--- config.mk ---
export PLATFORM = sky130hd
export DESIGN_NAME = fp_op_sched
export DESIGN_NICKNAME = d
export VERILOG_FILES = /design/src/rtl/fp_op_sched.sv
export SDC_FILE = /design/constraint.sdc
export NUM_CORES = 1
export LEC_CHECK = 0
export ABC_AREA = 0
export CAP_MARGIN = 20
export CELL_PAD_IN_SITES_DETAIL_PLACEMENT = 0
export CELL_PAD_IN_SITES_GLOBAL_PLACEMENT = 1
export CORE_MARGIN = 2
export CORE_UTILIZATION = 27
export CTS_CLUSTER_SIZE = 16
export DETAILED_ROUTE_END_ITERATION = 7
export GPL_ROUTABILITY_DRIVEN = 0
export HOLD_SLACK_MARGIN = 0.15
export PLACE_DENSITY_LB_ADDON = 0.1
export SKIP_CTS_REPAIR_TIMING = 1
export SLEW_MARGIN = 20
export SYNTH_ARGS = -nofsm -noshare
export SYNTH_HDL_FRONTEND = slang
export SYNTH_SLANG_ARGS = --single-unit
--- constraint.sdc ---
create_clock -name clk_i -period 2.3 [get_ports clk_i]
set_clock_uncertainty 0.1 [all_clocks]
set_input_delay 0.23 -clock clk_i [delete_from_list [all_inputs] [get_ports clk_i]]
set_output_delay 0.23 -clock clk_i [all_outputs]
set_load 0.02 [all_outputs]
--- src/rtl/fp_op_sched.sv ---
`default_nettype none
// ============================================================================
// Module   : fp_op_sched
// Purpose  : Single-issue scheduler in front of the FP32 arithmetic datapath.
//            Accepts one tagged operation over a valid/ready request channel,
//            holds its operands/rounding mode/tag, drives the combinational
//            units (add/mul/fma) or the multi-cycle divider (start/done),
//            strobes the shared fp_rnd result register, and returns the tag
//            over a valid/ready response channel. Counts completed responses.
// Ports    : clk_i, reset_i (sync, active-high)
//            req_*        : request channel (valid/ready, op, rnd, tag, a/b/c)
//            op_*_o, sub_o, rnd_o, unit_sel_o : registered controls to units
//            div_start_o / div_done_i        : divider handshake
//            rnd_load_o   : capture enable for the fp_rnd result register
//            resp_*       : response channel (valid/ready, tag, flags)
//            op_cnt_o     : completed-response counter (wraps)
// Options  : define FP_SCHED_DIV_TIMEOUT_EN to bound the divider wait to
//            DIV_TIMEOUT cycles and report resp_timeout_o.
// Revision : 1.0 - initial release
// ============================================================================
module fp_op_sched #(
    parameter int FP_WIDTH    = 32,
    parameter int TAG_W       = 4,
    parameter int CNT_W       = 16,
    parameter int DIV_TIMEOUT = 64
) (
    input  logic                clk_i,
    input  logic                reset_i,
    input  logic                req_valid_i,
    output logic                req_ready_o,
    input  logic [2:0]          req_op_i,
    input  logic [2:0]          req_rnd_i,
    input  logic [TAG_W-1:0]    req_tag_i,
    input  logic [FP_WIDTH-1:0] req_a_i,
    input  logic [FP_WIDTH-1:0] req_b_i,
    input  logic [FP_WIDTH-1:0] req_c_i,
    output logic [FP_WIDTH-1:0] op_a_o,
    output logic [FP_WIDTH-1:0] op_b_o,
    output logic [FP_WIDTH-1:0] op_c_o,
    output logic                sub_o,
    output logic [2:0]          rnd_o,
    output logic [1:0]          unit_sel_o,
    output logic                div_start_o,
    input  logic                div_done_i,
    output logic                rnd_load_o,
    output logic                resp_valid_o,
    input  logic                resp_ready_i,
    output logic [TAG_W-1:0]    resp_tag_o,
    output logic                resp_illegal_o,
    output logic                resp_timeout_o,
    output logic [CNT_W-1:0]    op_cnt_o
);

    localparam logic [2:0] ST_IDLE      = 3'd0;
    localparam logic [2:0] ST_EXEC      = 3'd1;
    localparam logic [2:0] ST_DIV_START = 3'd2;
    localparam logic [2:0] ST_DIV_WAIT  = 3'd3;
    localparam logic [2:0] ST_RESP      = 3'd4;

    localparam logic [2:0] OP_ADD = 3'd0;
    localparam logic [2:0] OP_SUB = 3'd1;
    localparam logic [2:0] OP_MUL = 3'd2;
    localparam logic [2:0] OP_FMA = 3'd3;
    localparam logic [2:0] OP_DIV = 3'd4;

    localparam int DIV_CNT_W = $clog2(DIV_TIMEOUT + 1);

    // A zero limit would make the timeout counter meaningless.
    if (DIV_TIMEOUT < 1) begin : g_div_timeout_range
        $error("fp_op_sched: DIV_TIMEOUT must be at least 1");
    end

    logic [2:0]          state_q,    state_d;
    logic [FP_WIDTH-1:0] op_a_q,     op_a_d;
    logic [FP_WIDTH-1:0] op_b_q,     op_b_d;
    logic [FP_WIDTH-1:0] op_c_q,     op_c_d;
    logic                sub_q,      sub_d;
    logic [2:0]          rnd_q,      rnd_d;
    logic [1:0]          unit_sel_q, unit_sel_d;
    logic [TAG_W-1:0]    tag_q,      tag_d;
    logic                illegal_q,  illegal_d;
    logic                timeout_q,  timeout_d;
    logic [CNT_W-1:0]    op_cnt_q,   op_cnt_d;
`ifdef FP_SCHED_DIV_TIMEOUT_EN
    logic [DIV_CNT_W-1:0] div_cnt_q, div_cnt_d;
`endif

    always_comb begin
        state_d    = state_q;
        op_a_d     = op_a_q;
        op_b_d     = op_b_q;
        op_c_d     = op_c_q;
        sub_d      = sub_q;
        rnd_d      = rnd_q;
        unit_sel_d = unit_sel_q;
        tag_d      = tag_q;
        illegal_d  = illegal_q;
        timeout_d  = timeout_q;
        op_cnt_d   = op_cnt_q;
`ifdef FP_SCHED_DIV_TIMEOUT_EN
        div_cnt_d  = div_cnt_q;
`endif
        case (state_q)
            ST_IDLE: begin
                if (req_valid_i) begin
                    op_a_d     = req_a_i;
                    op_b_d     = req_b_i;
                    op_c_d     = req_c_i;
                    rnd_d      = req_rnd_i;
                    tag_d      = req_tag_i;
                    sub_d      = (req_op_i == OP_SUB);
                    illegal_d  = 1'b0;
                    timeout_d  = 1'b0;
                    unit_sel_d = 2'd0;
                    case (req_op_i)
                        OP_ADD, OP_SUB: state_d = ST_EXEC;
                        OP_MUL: begin
                            unit_sel_d = 2'd1;
                            state_d    = ST_EXEC;
                        end
                        OP_FMA: begin
                            unit_sel_d = 2'd2;
                            state_d    = ST_EXEC;
                        end
                        OP_DIV: begin
                            unit_sel_d = 2'd3;
                            state_d    = ST_DIV_START;
                        end
                        // Illegal opcodes skip the datapath entirely.
                        default: begin
                            illegal_d = 1'b1;
                            state_d   = ST_RESP;
                        end
                    endcase
                end
            end
            ST_EXEC: state_d = ST_RESP;
            ST_DIV_START: begin
`ifdef FP_SCHED_DIV_TIMEOUT_EN
                div_cnt_d = '0;
`endif
                state_d = ST_DIV_WAIT;
            end
            ST_DIV_WAIT: begin
                // Done takes priority over an expiring limit in the same cycle.
                if (div_done_i) begin
                    state_d = ST_RESP;
                end
`ifdef FP_SCHED_DIV_TIMEOUT_EN
                else if (div_cnt_q == DIV_CNT_W'(DIV_TIMEOUT - 1)) begin
                    timeout_d = 1'b1;
                    state_d   = ST_RESP;
                end else begin
                    div_cnt_d = div_cnt_q + 1'b1;
                end
`endif
            end
            ST_RESP: begin
                if (resp_ready_i) begin
                    op_cnt_d  = op_cnt_q + 1'b1;
                    illegal_d = 1'b0;
                    timeout_d = 1'b0;
                    state_d   = ST_IDLE;
                end
            end
            default: state_d = ST_IDLE;
        endcase
    end

    always_ff @(posedge clk_i) begin
        if (reset_i) begin
            state_q    <= ST_IDLE;
            op_a_q     <= '0;
            op_b_q     <= '0;
            op_c_q     <= '0;
            sub_q      <= 1'b0;
            rnd_q      <= '0;
            unit_sel_q <= '0;
            tag_q      <= '0;
            illegal_q  <= 1'b0;
            timeout_q  <= 1'b0;
            op_cnt_q   <= '0;
`ifdef FP_SCHED_DIV_TIMEOUT_EN
            div_cnt_q  <= '0;
`endif
        end else begin
            state_q    <= state_d;
            op_a_q     <= op_a_d;
            op_b_q     <= op_b_d;
            op_c_q     <= op_c_d;
            sub_q      <= sub_d;
            rnd_q      <= rnd_d;
            unit_sel_q <= unit_sel_d;
            tag_q      <= tag_d;
            illegal_q  <= illegal_d;
            timeout_q  <= timeout_d;
            op_cnt_q   <= op_cnt_d;
`ifdef FP_SCHED_DIV_TIMEOUT_EN
            div_cnt_q  <= div_cnt_d;
`endif
        end
    end

    assign req_ready_o    = (state_q == ST_IDLE);
    assign div_start_o    = (state_q == ST_DIV_START);
    // Load fp_rnd in the EXEC cycle or in the very cycle the divider reports done.
    assign rnd_load_o     = (state_q == ST_EXEC) ||
                            ((state_q == ST_DIV_WAIT) && div_done_i);
    assign resp_valid_o   = (state_q == ST_RESP);
    assign op_a_o         = op_a_q;
    assign op_b_o         = op_b_q;
    assign op_c_o         = op_c_q;
    assign sub_o          = sub_q;
    assign rnd_o          = rnd_q;
    assign unit_sel_o     = unit_sel_q;
    assign resp_tag_o     = tag_q;
    assign resp_illegal_o = illegal_q;
`ifdef FP_SCHED_DIV_TIMEOUT_EN
    assign resp_timeout_o = timeout_q;
`else
    assign resp_timeout_o = 1'b0;
`endif
    assign op_cnt_o       = op_cnt_q;

endmodule
`default_nettype wire

==> results of run 1 <==
[per-layer routing]
metal,vias up,share of wire (%)
li1,2378,-
met1,2131,43
met2,167,47
met3,12,8.9
met4,0,1.3
met5,-,0
[worst register-to-register path: cells and delay by family (launching register included)]
kind | cells | cell delay [ns]
DFF | 1 | 0.42
muxes | 1 | 0.35
and+or+nand+nor | 3 | 1.05
[how the worst max path moves through the flow]
stage / from / end / slack, ns
after floorplan: state_q[1] / op_b_o[18] / 0.24
after global routing: state_q[1] / rnd_load_o / 0.05
after CTS: state_q[1] / req_ready_o / -0.03
final: state_q[1] / req_ready_o / 0.14
after detailed placement: resp_ready_i / op_cnt_o[15] / -0.03
after global placement: resp_ready_i / op_cnt_o[15] / 0.01
[logic make-up after synthesis]
family,Yosys count,synth area share [%]
other,1,0.0808
and+or+nand+nor,278,25.0
adders and majority gates,1,0.269
DFF,126,54.3
muxes,3,0.701
AOI/OAI and AO/OA,122,13.5
xor gates and xnor gates,11,2.07
buffers and inverters,44,4.07
[per-stage QoR]
step / worst slack (ns) / cell area [um2]
floorplan: 0.239 / 4640
global placement: 0.0133 / 7310
CTS: -0.0302 / 7920
finish: 0.137 / 7940
global route: 0.0477 / 7940
detailed placement: -0.0259 / 7310
[registers in the layout (all words and copies together), names as in the netlist]
name / flops
op_a_o: 32
op_b_o: 32
op_c_o: 32
op_cnt_o: 16
resp_tag_o: 4
rnd_o: 3
state_q: 3
unit_sel_o: 2
resp_illegal_o: 1
sub_o: 1
[cell usage after synthesis (all sizes together)]
master and count:
or4 2, nor3 7, or2 1, ha 1, a21oi 113, nand4 4
nand3b 1, xor2 4, o21bai 1, nand2 216, buf 18, nand3 6
a221oi 1, dfxtp 126, nor2b 4, and2 2, nor4 5, nor3b 3
and4bb 1, nand4bb 1, o21a 2, mux2 2, clkbuf 25, o21ai 4
mux2i 1, xnor2 7, inv 1, nor2 20, conb 1, nand4b 1
or3 3, a311oi 1, or4b 1
[layout make-up]
class                   instances  area share [%]
well taps                     220            3.47
clock buffers                  22            5.97
inverters                       1          0.0473
clock inverters                10            1.72
flip-flops and latches        126            31.8
repair buffers                255            32.5
multi-input cells             416            24.5
[where the power goes]
part | internal [mW] | switching [mW]
registers | 2.49 | 0.153
logic | 1.08 | 1.26
clock network | 1.79 | 0.957
total | 5.35 | 2.37
==> impl_metrics.toml, run 1 <==
[run_status]
status = "completed"

[synthesis]
synth_top_cell_by_area = "dfxtp_1"
synthCells = 586
synth_fp_nets = 698
netlist_area_mm2 = 0.00464
synthTopCellsByArea = "dfxtp_1, nand2_1, a21oi_1, clkbuf_1, buf_2"
syn_area_per_cell_um2 = 7.92
synth_top_area_share_pct = 54.3
seq_area_frac_synth_pct = 54.3
synth_cell_types = 37
yosysWarnings = 0
synth-seq-cells = 126

[place]
portBuffers = 237
hpwl_mm = 10.5
dp_cells = 1017

[setup_path]
ff2ff_setup_slack_ns = 0.27
crit_slowest_cell = "clkdlybuf4s50_1"
cp.depth = 3
reg2reg_to = "op_cnt_o[15]"
crit_required_ns = 1.97
r2r_start = "op_cnt_o[3]"
worst_ep_arrival_time_ns = 1.83
reg2reg_depth = 4
crit_fanout = 10
worstSetupStartpointType = "flip-flop"
cp_top_family = "buffers and inverters"
max_stage_delay_ns = 0.68
cp_num_buf_inv = 2
cp-end-kind = "output pin"
crit_chain = "buf_4 > nor3_2 > clkdlybuf4s50_1"
critPathKind = "reg -> out"

[global_routing]
grt_use_total_pct = 16.2
grt-ovfl-total = 0
grt_max_degree = 65
gr-usage-met1_pct = 19.1
grt_pass1_vias = 4602
busiest_layer = "met2"
antenna_found_initial = 0
use_met2_pct = 26.4
grt_pass1_wl_mm = 23.2
met3_usage_pct = 6.29

[drt]
vias = 4688
drc_errors = 0
ant_nets = 0
wire_per_inst_um = 14.1
drtPass1Iterations = 4
vias_per_cell = 4.46
wirelength_mm = 14.8
drtIter0Drc = 189

[power]
p_leak_nw = 2.85
powerDensity_mw_per_mm2 = 973
irDropWorstVdd_mv = 0.483
power_mw = 7.73

[layout]
post-route-util_pct = 47.5
seqCellArea_mm2 = 0.00252
diodes = 0
nFillCells = 1661
areaGrowthSynthToFinish_pct = 71.0
final_common_cell = "clkdlybuf4s50_1"
final_cell_mix = "clkdlybuf4s50_1, nand2_1, dfxtp_1"
final_layout_size_suffix_gt1_share_pct = 6.63
layout.cells.non_filler = 1050
nNetsFinal = 929
multiInputGateArea_mm2 = 0.00194

[timing]
timing.hold.ws_ns = 0.260
rsz0062_at_grt = "false"
post-route-period-util_pct = 94.1
tns_ns = 0
finalSetupViolCount = 0
hold_violations = 0
slew_headroom_pct = 64.9
tightestPinTransition_ns = 0.527
final_max_slew_viol_count = 0
period_minus_slack_ns = 2.16
fmax_mhz = 462

[hold_path]
min_from = "req_b_i[26]"
hold_depth = 3
min_to = "op_b_o[26]"
hp-class = "in -> reg"

[clocking]
clkSinkCount = 126
cts_tree = "yes"
clk_pin_slew_ns = 0.06
cts_made_buffers = 17
root_buffer = "clkbuf_16"
cts_buffer_depth = 2
htreeDepth = 4
clk_latency_ns = 0.41

[floorplanning]
die_w_um = 135
io_pins = 239
start_util_pct = 27.8
core_area_mm2 = 0.0167
die_h_um = 135
row_count = 47
dieArea_mm2 = 0.0183

[run]
cap_violations = 0
Note: power is estimated with default switching activity, not from simulation.
==> run 2: changes to the inputs <==
- CORE_MARGIN: 2 -> default
==> run 2 against run 1 <==
Against the previous run:
- wire length is 0.97% lower
- final area is 0.47% lower
- setup slack got worse by 0.032 ns
- core utilization shrank 0.22 points
- sequential share of layout area is 0.15 points higher
- critical endpoint unchanged
- sequential cell count did not move
- largest cell class unchanged
- cell count fell by 0.29%
- total power grew 0.44%
- via count is 0.13% higher
- register-to-register slack better by 0.02 ns
- critical path type unchanged
==> impl_metrics.toml, run 2 (same netlist as run 1, synthesis figures left out) <==
[setup_path]
worstSetupStartpointType = "flip-flop"
r2r_start = "op_cnt_o[3]"
endpoint = "req_ready_o"
reg2reg_to = "op_cnt_o[15]"
cp-end-kind = "output pin"
crit_fanout = 12
startpoint = "state_q[2]"
reg2reg_depth = 4
ff2ff_setup_slack_ns = 0.29
worst_ep_arrival_time_ns = 1.86
critPathKind = "reg -> out"
crit_required_ns = 1.97

[clocking]
htreeDepth = 4
root_buffer = "clkbuf_16"
cts_tree = "yes"
cts_buffer_depth = 2
clk_latency_ns = 0.41
cts_made_buffers = 17
clkSinkCount = 126
clk_pin_slew_ns = 0.06

[drt]
drtPass1Iterations = 4
wire_per_inst_um = 14.0
wirelength_mm = 14.6
drc_errors = 0
vias = 4694
drtIter0Drc = 206
ant_nets = 0
vias_per_cell = 4.48

[timing]
hold_violations = 0
finalWorstSetupSlack_ns = 0.105
rsz0062_at_grt = "false"
fmax_mhz = 456
post-route-period-util_pct = 95.4
slew_headroom_pct = 62.6
finalSetupViolCount = 0
tns_ns = 0
final_max_slew_viol_count = 0
tightestPinTransition_ns = 0.561
period_minus_slack_ns = 2.19

[global_routing]
antenna_found_initial = 0
grt-ovfl-total = 0
grt_pass1_wl_mm = 23.1
grt_use_total_pct = 16.6
grt_pass1_vias = 4574
grt_max_degree = 65

[power]
p_leak_nw = 2.83
irDropWorstVdd_mv = 0.531
power_mw = 7.76
powerDensity_mw_per_mm2 = 982

[place]
dp_cells = 1015
hpwl_mm = 10.1
pre_cts_ws_ns = -0.00294
portBuffers = 237

[layout]
layout.cells.non_filler = 1047
areaGrowthSynthToFinish_pct = 70.1
diodes = 0
seqCellArea_mm2 = 0.00252
nFillCells = 1664
final_cell_mix = "clkdlybuf4s50_1, nand2_1, dfxtp_1"
final_common_cell = "clkdlybuf4s50_1"
final_layout_size_suffix_gt1_share_pct = 6.17
nNetsFinal = 926
multiInputGateArea_mm2 = 0.00194

[floorplanning]
io_pins = 239
die_h_um = 133
core_area_mm2 = 0.0167
die_w_um = 133
dieArea_mm2 = 0.0177
row_count = 47
start_util_pct = 27.8

[run]
cap_violations = 0

[hold_path]
hp-class = "in -> reg"
hold_depth = 2

[run_status]
status = "completed"
==> run 2: changes by cell type in the layout (fill, tap and decap cells not counted), sizes merged <==
cell,change
clkinvlp,-2
dlygate4sd3,-1
clkinv,+2
buf,-2
clkbuf,-1
bufinv,+1
==> run 2: how the worst min path moves through the flow <==
stage                startpoint           end  slack [ns]
CTS                     reset_i   op_cnt_o[9]        0.18
detailed placement     rnd_o[2]      rnd_o[2]        0.35
floorplan           req_a_i[31]    op_a_o[31]        0.27
global route            reset_i   op_cnt_o[9]        0.21
global placement      op_c_o[2]     op_c_o[2]        0.34
finish                  reset_i  op_cnt_o[10]        0.19
==> run 2: per-layer routing <==
metal	part of all wire (%)	GRT usage, %
met2	47	28.0
met1	42	18.5
met3	7.7	5.94
met5	0	0
met4	2.9	8.40
==> run 2: final cells by class <==
type                    count  share of cell area, %
well taps                 220                   3.48
multi-input cells         416                   24.5
inverters                   1                 0.0475
clock inverters            11                   2.09
clock buffers              21                   5.70
flip-flops and latches    126                   31.9
repair buffers            252                   32.2
==> run 2: through the flow <==
stage | hold WS, ns | cell area [um2] | utilization [%]
floorplan | 0.266 | 4640 | -
finish | 0.186 | 7900 | 47.3
CTS | 0.175 | 7900 | 47.3
detailed placement | 0.346 | 7280 | 43.6
global route | 0.208 | 7900 | 47.3
global placement | 0.341 | 7280 | 43.6
==> run 2: power by group <==
group	total, mW	switching (mW)	internal [mW]
Combinational	2.32	1.26	1.06
Sequential	2.63	0.146	2.49
Clock	2.81	0.969	1.84
==> run 2: worst max-delay path, stage by stage (launching register included) <==
cell             delay [ns]
dfxtp_1                0.32
buf_4                  0.18
nor3_1                 0.28
clkdlybuf4s50_1        0.68
==> run 3: changes to the inputs <==
- CORE_ASPECT_RATIO: default -> 2
==> run 3 against run 2 <==
Against the previous run:
- die area increased by 0.18%
- total power decreased by 3.6%
- sequential power about the same
- global-route usage increased by 1.2 points
- setup slack got worse by 0.012 ns
- count of clock-buffer cells in the layout increased by 3
- wire length increased by 8.6%
==> impl_metrics.toml, run 3 (same netlist as run 1, synthesis figures left out) <==
[power]
power_mw = 7.48
clockPowerShare_pct = 34.0
p_int_mw = 5.13
p_leak_nw = 2.85
power_frac_comb_pct = 30.7
power_switching_mw = 2.36
irDropWorstVdd_mv = 0.530
p_sw_share_pct = 31.5
pwr-share-seq_pct = 35.4
powerDensity_mw_per_mm2 = 954

[floorplanning]
core_area_mm2 = 0.0168
die_h_um = 187
start_util_pct = 27.7
row_count = 67
die_w_um = 94.7
dieArea_mm2 = 0.0178
io_pins = 239

[layout]
areaGrowthSynthToFinish_pct = 69.0
diodes = 0
final_layout_size_suffix_gt1_share_pct = 6.63
final_cell_mix = "clkdlybuf4s50_1, nand2_1, dfxtp_1"
nNetsFinal = 929
final_common_cell = "clkdlybuf4s50_1"

[drt]
wire_per_inst_um = 15.3
drc_errors = 0
drtIter0Drc = 159
ant_nets = 0
vias_per_cell = 4.59
vias = 4755
drtPass1Iterations = 4
wirelength_mm = 15.9

[global_routing]
grt_max_degree = 83
grt_pass1_wl_mm = 23.7
antenna_found_initial = 0
grt-ovfl-total = 0
grt_pass1_vias = 4529
grt_use_total_pct = 17.8

[clocking]
clk_pin_slew_ns = 0.06
htreeDepth = 4
cts_tree = "yes"
root_buffer = "clkbuf_16"
clk_latency_ns = 0.41
cts_buffer_depth = 2
clkSinkCount = 126
cts_made_buffers = 17

[place]
hpwl_mm = 11.3
portBuffers = 237
pre_cts_ws_ns = 0.0395

[timing]
finalSetupViolCount = 0
tightestPinTransition_ns = 0.585
slew_headroom_pct = 61.0
finalWorstSetupSlack_ns = 0.0934
fmax_mhz = 453
rsz0062_at_grt = "false"
hold_violations = 0
period_minus_slack_ns = 2.21
post-route-period-util_pct = 95.9
final_max_slew_viol_count = 0

[setup_path]
endpoint = "resp_valid_o"
reg2reg_to = "op_cnt_o[12]"
r2r_start = "state_q[2]"
crit_fanout = 7
critPathKind = "reg -> out"
worst_ep_arrival_time_ns = 1.88
reg2reg_depth = 5
worstSetupStartpointType = "flip-flop"
cp-end-kind = "output pin"
crit_required_ns = 1.97
ff2ff_setup_slack_ns = 0.24
startpoint = "state_q[1]"

[hold_path]
hp-class = "in -> reg"

[run]
cap_violations = 0

[run_status]
status = "completed"
[run 3: cell count changes in the layout (fill, tap and decap cells not counted), moves of 2 or more]
cell and change:
buf_4 +4, bufinv_16 -3, clkbuf_8 +4, clkinv_2 +2
clkinv_4 -2
[run 3: area by class of cell]
| class | count | area (um2) |
|---|---|---|
| clock buffer | 24 | 502 |
| tap | 207 | 259 |
| multi-input combinational | 416 | 1940 |
| inverter | 1 | 3.75 |
| sequential | 126 | 2520 |
| fill | 1665 | 8920 |
| timing repair buffer | 255 | 2560 |
| clock inverter | 7 | 60.1 |
[run 3: power groups by stage]
stage	Combinational, mW	Clock [mW]	Sequential [mW]
3_3_place_gp	2.30	0	2.68
2_1_floorplan	0.858	0	3.03
6_report	2.30	2.54	2.65
5_1_grt	2.49	2.71	2.69
3_5_place_dp	2.33	0	2.69
4_1_cts	2.33	2.62	2.65
[run 3: worst max-delay path: stages (launching register included)]
cell,delay (ns)
dfxtp_1,0.35
buf_4,0.17
nor2_1,0.19
and2_1,0.16
clkdlybuf4s50_1,0.60
[run 3: per-stage QoR]
step | utilization, % | cell area, um2 | hold WS (ns) | setup TNS [ns] | cells
finish | 46.8 | 7850 | 0.197 | 0 | 1036
global route | 46.8 | 7850 | 0.223 | 0 | 1036
CTS | 46.8 | 7840 | 0.179 | -0.0828 | 1036
detailed placement | 43.4 | 7280 | 0.345 | 0 | 1005
global placement | 43.4 | 7280 | 0.340 | 0 | 1005
floorplan | - | 4640 | 0.266 | 0 | 586
[run 3: how the worst min path moves through the flow]
stage,from,end,slack (ns),depth (start not counted)
after floorplan,req_a_i[31],op_a_o[31],0.27,2
after global placement,op_c_o[15],op_c_o[15],0.34,2
after detailed placement,op_b_o[10],op_b_o[10],0.35,2
after CTS,reset_i,op_cnt_o[11],0.18,2
final,reset_i,op_cnt_o[11],0.20,2
after global routing,reset_i,op_cnt_o[2],0.22,2
[run 3: per-layer routing]
layer	track usage [%]	vias to the layer above	part of all wire, %
met5	0	-	0
met4	11.5	0	4.8
met2	32.2	170	54
li1	-	2375	-
met3	3.86	36	5.3
met1	17.7	2174	36
